===== config.mk =====
export PLATFORM = sky130hd
export DESIGN_NAME = uart_cmd_ctrl_flat
export DESIGN_NICKNAME = d
export VERILOG_FILES = /design/src/rtl/uart_cmd_ctrl_pkg.sv /design/src/rtl/uart_cmd_ctrl_if.sv /design/src/rtl/uart_cmd_timer.sv /design/src/rtl/uart_cmd_ctrl.sv /design/src/flat_wrapper.sv
export SDC_FILE = /design/constraint.sdc
export NUM_CORES = 1
export LEC_CHECK = 0
export BUFFER_PORTS_ARGS = -buffer_cell sky130_fd_sc_hd__buf_2
export CAP_MARGIN = 5
export CORE_ASPECT_RATIO = 0.7
export CORE_UTILIZATION = 46
export CTS_BUF_LIST = sky130_fd_sc_hd__clkbuf_4 sky130_fd_sc_hd__clkbuf_8 sky130_fd_sc_hd__clkbuf_16
export DETAILED_ROUTE_END_ITERATION = 12
export PLACE_DENSITY = 0.72
export SETUP_SLACK_MARGIN = 0.1
export SKIP_LAST_GASP = 1
export SLEW_MARGIN = 10
export SYNTH_ARGS = -nofsm -noshare
export SYNTH_HDL_FRONTEND = slang
export SYNTH_SLANG_ARGS = --single-unit

===== constraint.sdc =====
create_clock -name clk -period 2.24 [get_ports clk]
set_clock_uncertainty 0.05 [all_clocks]
set_input_delay 0.224 -clock clk [delete_from_list [all_inputs] [get_ports clk]]
set_output_delay 0.224 -clock clk [all_outputs]
set_load 0.005 [all_outputs]

===== src/rtl/uart_cmd_ctrl_pkg.sv =====
// Shared constants and types for the UART command sequencer: header byte,
// opcodes, FSM states and error codes.
package uart_cmd_ctrl_pkg;

   localparam logic [7:0] HDR_BYTE  = 8'h55;
   localparam logic [7:0] OP_THR_HI = 8'h01;
   localparam logic [7:0] OP_THR_LO = 8'h02;
   localparam logic [7:0] OP_PERIOD = 8'h03;
   localparam logic [7:0] OP_RPT_EN = 8'h04;

   typedef enum logic [2:0] {
      ST_IDLE,
      ST_OP,
      ST_D1,
      ST_D0,
      ST_CHK
   } state_t;

   typedef enum logic [1:0] {
      ERR_NONE     = 2'b00,
      ERR_TIMEOUT  = 2'b01,
      ERR_OPCODE   = 2'b10,
      ERR_CHECKSUM = 2'b11
   } err_t;

   function automatic logic op_legal(input logic [7:0] op);
      return (op == OP_THR_HI) || (op == OP_THR_LO) ||
             (op == OP_PERIOD) || (op == OP_RPT_EN);
   endfunction

endpackage


===== src/rtl/uart_cmd_ctrl_if.sv =====
// Received-byte stream from uart_rx into the command sequencer.
interface uart_cmd_ctrl_if;

   logic [7:0] din;
   logic       din_vld;

   modport master (output din, output din_vld);
   modport slave  (input  din, input  din_vld);

endinterface


===== src/rtl/uart_cmd_timer.sv =====
// Inter-byte timeout counter: cleared by clr, counts while run, and flags
// expire on the last allowed cycle unless a clear arrives that same cycle.
module uart_cmd_timer #(
   parameter int TIMEOUT_CYC = 100000
) (
   input  logic clk,
   input  logic rst_n,
   input  logic clr,
   input  logic run,
   output logic expire
);

   localparam int CW = (TIMEOUT_CYC > 1) ? $clog2(TIMEOUT_CYC) : 1;
   localparam logic [CW-1:0] LAST = CW'(TIMEOUT_CYC - 1);

   logic [CW-1:0] cnt;

   // A byte arriving on the expiry cycle wins over the timeout.
   assign expire = run && !clr && (cnt == LAST);

   always_ff @(posedge clk or negedge rst_n) begin
      if (!rst_n) begin
         cnt <= '0;
      end else if (clr || !run || expire) begin
         cnt <= '0;
      end else begin
         cnt <= cnt + CW'(1);
      end
   end

endmodule


===== src/rtl/uart_cmd_ctrl.sv =====
// Command sequencer: assembles 0x55-headed frames from uart_rx bytes and writes
// the monitor configuration registers. UART_CMD_CHECKSUM_EN adds a CHK byte.
module uart_cmd_ctrl
   import uart_cmd_ctrl_pkg::*;
#(
   parameter int          TIMEOUT_CYC = 100000,
   parameter logic [15:0] THR_HI_RST  = 16'h0320,
   parameter logic [15:0] THR_LO_RST  = 16'h0000,
   parameter logic [15:0] PERIOD_RST  = 16'd1000
) (
   input  logic                  clk,
   input  logic                  rst_n,
   uart_cmd_ctrl_if.slave        rx,
   output logic [15:0]           thr_hi,
   output logic [15:0]           thr_lo,
   output logic [15:0]           period,
   output logic                  rpt_en,
   output logic                  cmd_ok,
   output logic                  cmd_err,
   output logic [1:0]            err_code
);

   state_t      state;
   logic [7:0]  op;
   logic [7:0]  d1;
`ifdef UART_CMD_CHECKSUM_EN
   logic [7:0]  d0;
`endif
   logic        expire;
   logic        frame_end;
   logic        chk_bad;
   logic [15:0] frame_data;

   uart_cmd_timer #(
      .TIMEOUT_CYC (TIMEOUT_CYC)
   ) u_timer (
      .clk    (clk),
      .rst_n  (rst_n),
      .clr    (rx.din_vld),
      .run    (state != ST_IDLE),
      .expire (expire)
   );

   // Final byte of the frame is consumed straight from din, not from a register.
   always_comb begin
`ifdef UART_CMD_CHECKSUM_EN
      frame_end  = rx.din_vld && (state == ST_CHK);
      frame_data = {d1, d0};
      chk_bad    = ((op ^ d1 ^ d0) != rx.din);
`else
      frame_end  = rx.din_vld && (state == ST_D0);
      frame_data = {d1, rx.din};
      chk_bad    = 1'b0;
`endif
   end

   always_ff @(posedge clk) begin
      if (rx.din_vld && (state == ST_OP)) op <= rx.din;
      if (rx.din_vld && (state == ST_D1)) d1 <= rx.din;
`ifdef UART_CMD_CHECKSUM_EN
      if (rx.din_vld && (state == ST_D0)) d0 <= rx.din;
`endif
   end

   always_ff @(posedge clk or negedge rst_n) begin
      if (!rst_n) begin
         state    <= ST_IDLE;
         thr_hi   <= THR_HI_RST;
         thr_lo   <= THR_LO_RST;
         period   <= PERIOD_RST;
         rpt_en   <= 1'b0;
         cmd_ok   <= 1'b0;
         cmd_err  <= 1'b0;
         err_code <= ERR_NONE;
      end else begin
         cmd_ok  <= 1'b0;
         cmd_err <= 1'b0;
         if (frame_end) begin
            state <= ST_IDLE;
            // Checksum is judged before opcode legality.
            if (chk_bad) begin
               cmd_err  <= 1'b1;
               err_code <= ERR_CHECKSUM;
            end else if (!op_legal(op)) begin
               cmd_err  <= 1'b1;
               err_code <= ERR_OPCODE;
            end else begin
               cmd_ok <= 1'b1;
               case (op)
                  OP_THR_HI: thr_hi <= frame_data;
                  OP_THR_LO: thr_lo <= frame_data;
                  OP_PERIOD: period <= frame_data;
                  OP_RPT_EN: rpt_en <= frame_data[0];
                  default:   ;
               endcase
            end
         end else if (rx.din_vld) begin
            case (state)
               ST_IDLE: if (rx.din == HDR_BYTE) state <= ST_OP;
               ST_OP:   state <= ST_D1;
               ST_D1:   state <= ST_D0;
`ifdef UART_CMD_CHECKSUM_EN
               ST_D0:   state <= ST_CHK;
`endif
               default: state <= ST_IDLE;
            endcase
         end else if (expire) begin
            state    <= ST_IDLE;
            cmd_err  <= 1'b1;
            err_code <= ERR_TIMEOUT;
         end
      end
   end

endmodule


===== src/flat_wrapper.sv =====
// flat-port wrapper written by rule: the top's interface ports become plain ports
module uart_cmd_ctrl_flat import uart_cmd_ctrl_pkg::*;
#(
   parameter int          TIMEOUT_CYC = 100000,
   parameter logic [15:0] THR_HI_RST  = 16'h0320,
   parameter logic [15:0] THR_LO_RST  = 16'h0000,
   parameter logic [15:0] PERIOD_RST  = 16'd1000
)
  (clk, rst_n, thr_hi, thr_lo, period, rpt_en, cmd_ok, cmd_err, err_code, rx_din, rx_din_vld);
  uart_cmd_ctrl_if rx_i ();
  input  logic clk;
  input  logic rst_n;
  output logic [15:0] thr_hi;
  output logic [15:0] thr_lo;
  output logic [15:0] period;
  output logic rpt_en;
  output logic cmd_ok;
  output logic cmd_err;
  output logic [1:0] err_code;
  input wire logic [$bits(rx_i.din)-1:0] rx_din;
  input wire logic [$bits(rx_i.din_vld)-1:0] rx_din_vld;
  assign rx_i.din = rx_din;
  assign rx_i.din_vld = rx_din_vld;
  uart_cmd_ctrl #(.TIMEOUT_CYC(TIMEOUT_CYC), .THR_HI_RST(THR_HI_RST), .THR_LO_RST(THR_LO_RST), .PERIOD_RST(PERIOD_RST)) u_core (.clk(clk), .rst_n(rst_n), .rx(rx_i), .thr_hi(thr_hi), .thr_lo(thr_lo), .period(period), .rpt_en(rpt_en), .cmd_ok(cmd_ok), .cmd_err(cmd_err), .err_code(err_code));
endmodule

==> summary.md <==
| Metric | Value |
|---|---|
| Number of synthesized flops with an enable pin | 16 |
| Status | completed |
| Core box area | ~0.0075 mm2 |
| Post-synth top area share | between 40 and 50% |
| Die extent in y | approximately 77 um |
| IO buf count | between 60 and 70 |
| Max transition margin | between 60 and 70% |
| Dominant synthesized flop cell | dfrtp_1 |
| FFs w/ async S/R, synth | about 82% |
| Mapped Cells | around 250 |
| Remaining DRCs | 0 |
| Seq cells post-synth | slightly below 90 |
| Crit-path cells | or4_4 > nor3b_4 > and4b_2 > buf_12 > mux2_2 |
| Fmax | ~470 MHz |
| Clk_lat worst skew | between 0.3 and 0.4 ns |
| Seq pwr share | 47.7% |
| Syn Nets | around 270 |
| Final worst-path cycle share | 95.77% |
| Worst-path maximum fanout | 11 |
| Clock power frac | between 40% and 50% |
| Synth area leader | dfrtp_1 |
| Synth cell types | 42 |
| Setup Total Neg Slack | 0 ns |
| R2R setup slack | about 0.095 ns |
| Slowest Stage Delay on Critical Path | between 0.5 and 0.6 ns |
| Vias per inst | approximately 5.3 |
| Reg2reg end | u_core.thr_hi[15] |
| Peak supply drop | ~420 uV |
| RR Startpoint | u_core.op[5] |
| CTS tree | built |
| Max-Cap Viols | 0 |
| LEAKAGE | about 0.0022 uW |
| DP HPWL | roughly 5000 um |
| H-tree levels | 3 |
| # nets final | 341 |
| # diodes | 0 |
| Share of layout cells above drive strength 1 | between 40% and 50% |
| Vias | ~2,300 |
| Seq/Total Area, Yosys | ~63% |
| Reg2Reg Depth | 5 |
| Comb pwr share | approximately a tenth |
| Post-route ant nets | 0 |
| Final Hold Viols | 0 |
| Slowest CP cell | or4_4 |
| Final Setup Violations | 0 |
| YS warnings | 0 |
| Global route overflow | 0 |
| Area Growth Syn to Fin | 22.75% |
| Hold Path Depth | 1 |
| Final wirelength | roughly 7300 um |
| Synth top area cells | dfrtp_1, edfxtp_1, mux2_2 |
| Cell Area, Synth | around 0.0037 mm2 |
| Syn avg cell area | 14.73 um2 |
| Startpoint of the worst hold path | rx_din[7] |
| Worst path arrival time | between 2 and 2.5 ns |
| Initial antenna violation count | 0 |
| Hold path endpoint | u_core.d1[7] |
| First-pass GRT wire length | 11,930 um |
| Startpoint Class | register |
| Gr usage total | around a fifth |
| Fillers | 580 |
| Clk buf depth | 2 |
| Clk pin slew, worst setup/hold paths | 0.06 ns |
| Fin crit period | about 2.1 ns |
| Drt pass-1 iters | 4 |
| DR iter-0 viols | between 100 and 150 |
| Most frequent cells in the layout | buf_2, dfrtp_1, mux2_2 |
| Sw Pwr | between 900 and 1000 uW |
| GP Congestion | about 0.8 |
| Avg WL per Cell | between 15 and 20 um |
| Worst min path class | primary input to register |
| Clock Root Buffer | clkbuf_16 |
| Io pins | 64 |
| Final core utilization | 59.92% |
| Floorplan die width | 108.7 um |
| Pint | around 3000 uW |
| CTS buffer count | 9 |
| Initial Util | 48.82% |
| Switching share of total power | between 20% and 30% |
| Pre-CTS setup slack | around 0.10 ns |
| Worst path required time | roughly 2.4 ns |
| Critical Path End Type | register |
| Crit path kind | register to register |
| Rows | 26 |
| PwrDens | 865.1 mW/mm2 |
| Die Area | between 0.008 and 0.009 mm2 |
| Vias in the first global route | 2,255 |
| Worst-Margin Slew | 0.5398 ns |
| Largest net degree at the start of global routing | 34 |
| Max-slew violations | 0 |
| Clk sinks | 88 |
| RSZ-0062 raised after global routing | yes |
| Final worst setup slack | about 0.095 ns |
[area by class of cell]
class                      count  area [um2]  area share (%)
timing repair buffer          73       434.2           9.642
tap                           98       122.6           2.723
clock inverter                 4       55.05           1.223
clock buffer                  12       289.0           6.418
multi-input combinational    149        1294           28.73
sequential                    88        2293           50.93
inverter                       4       15.01          0.3334
[routing by layer]
layer / up-vias / track usage (%) / share of wire (%)
met5: - / 0 / 0
met4: 0 / 6.892 / 1.2
met3: 8 / 4.847 / 4.9
met2: 62 / 25.38 / 41
met1: 1128 / 30.09 / 53
li1: 1057 / - / -
[worst max-delay path, delay by kind of cell, from the launching register on]
family	cells	cell delay, ns
flops	1	0.37
simple gates	3	1.13
mux	1	0.34
buf+inv	1	0.16
[state kept, by name, indices dropped and copies added, names as in the netlist]
| register | cells |
|---|---|
| u_core.u_timer.cnt | 17 |
| u_core.period | 16 |
| u_core.thr_hi | 16 |
| u_core.thr_lo | 16 |
| u_core.d1 | 8 |
| u_core.op | 8 |
| u_core.err_code | 2 |
| u_core.state | 2 |
| u_core.cmd_err | 1 |
| u_core.cmd_ok | 1 |
| u_core.rpt_en | 1 |
[power groups by stage]
| stage | clock, uW | combinational (uW) | sequential, uW |
|---|---|---|---|
| CTS | 1670 | 396 | 1860 |
| finish | 1640 | 395 | 1860 |
| global placement | 0 | 382 | 1880 |
| detailed placement | 0 | 393 | 1880 |
| global route | 1730 | 453 | 1870 |
| floorplan | 0 | 239 | 1860 |
[cells in the mapped netlist (5+ instances only)]
| master | instances |
|---|---|
| dfrtp_1 | 63 |
| mux2_2 | 37 |
| nor2_1 | 20 |
| edfxtp_1 | 16 |
| mux2_4 | 10 |
| dfstp_2 | 9 |
| nand2_1 | 8 |
| nand3_1 | 7 |
| xnor2_1 | 7 |
| xor2_1 | 7 |
| ha_1 | 5 |
| nand4_1 | 5 |
[worst max path at each step]
| stage | to | slack (ns) | depth (start not counted) | from |
|---|---|---|---|---|
| floorplan | u_core.thr_hi[10] | 0.16 | 6 | u_core.op[5] |
| global placement | u_core.thr_hi[15] | 0.11 | 5 | u_core.op[5] |
| detailed placement | u_core.thr_hi[15] | 0.10 | 5 | u_core.op[5] |
| CTS | u_core.thr_hi[15] | 0.10 | 5 | u_core.op[5] |
| global route | u_core.thr_hi[15] | 0.02 | 5 | u_core.op[5] |
| finish | u_core.thr_hi[15] | 0.09 | 5 | u_core.op[5] |
[cell families (layout without fill, tap and decap cells)]
kind of cell               count (synthesis)  count (layout)  synth area share, %
and+or+nand+nor                           68              68                11.19
AOI/OAI and AO/OA                         11              11                2.251
DFF                                       88              88                62.52
adders and majority gates                  5               5                1.705
buffers and inverters                     12              93                2.387
muxes                                     51              51                16.61
xor gates and xnor gates                  14              14                3.342
[through the flow]
step	cell area, um2	hold WS [ns]	instances	power, uW
detailed placement	4119	0.1916	410	2276
finish	4503	0.1017	428	3896
floorplan	3669	-0.1216	249	2103
global placement	4119	0.2004	410	2263
CTS	4474	0.08601	427	3926
global route	4503	0.09728	428	4057
[what timing repair did]
action / in CTS / in global routing
hold endpoints to repair: 21 / 0
pin swaps: 0 / 0
endpoints found under the setup margin: 6 / 40
hold buffers: 1 / 0
setup buffers: 0 / 1
resized for setup: 1 / 2
(Power assumes the default switching activity.)
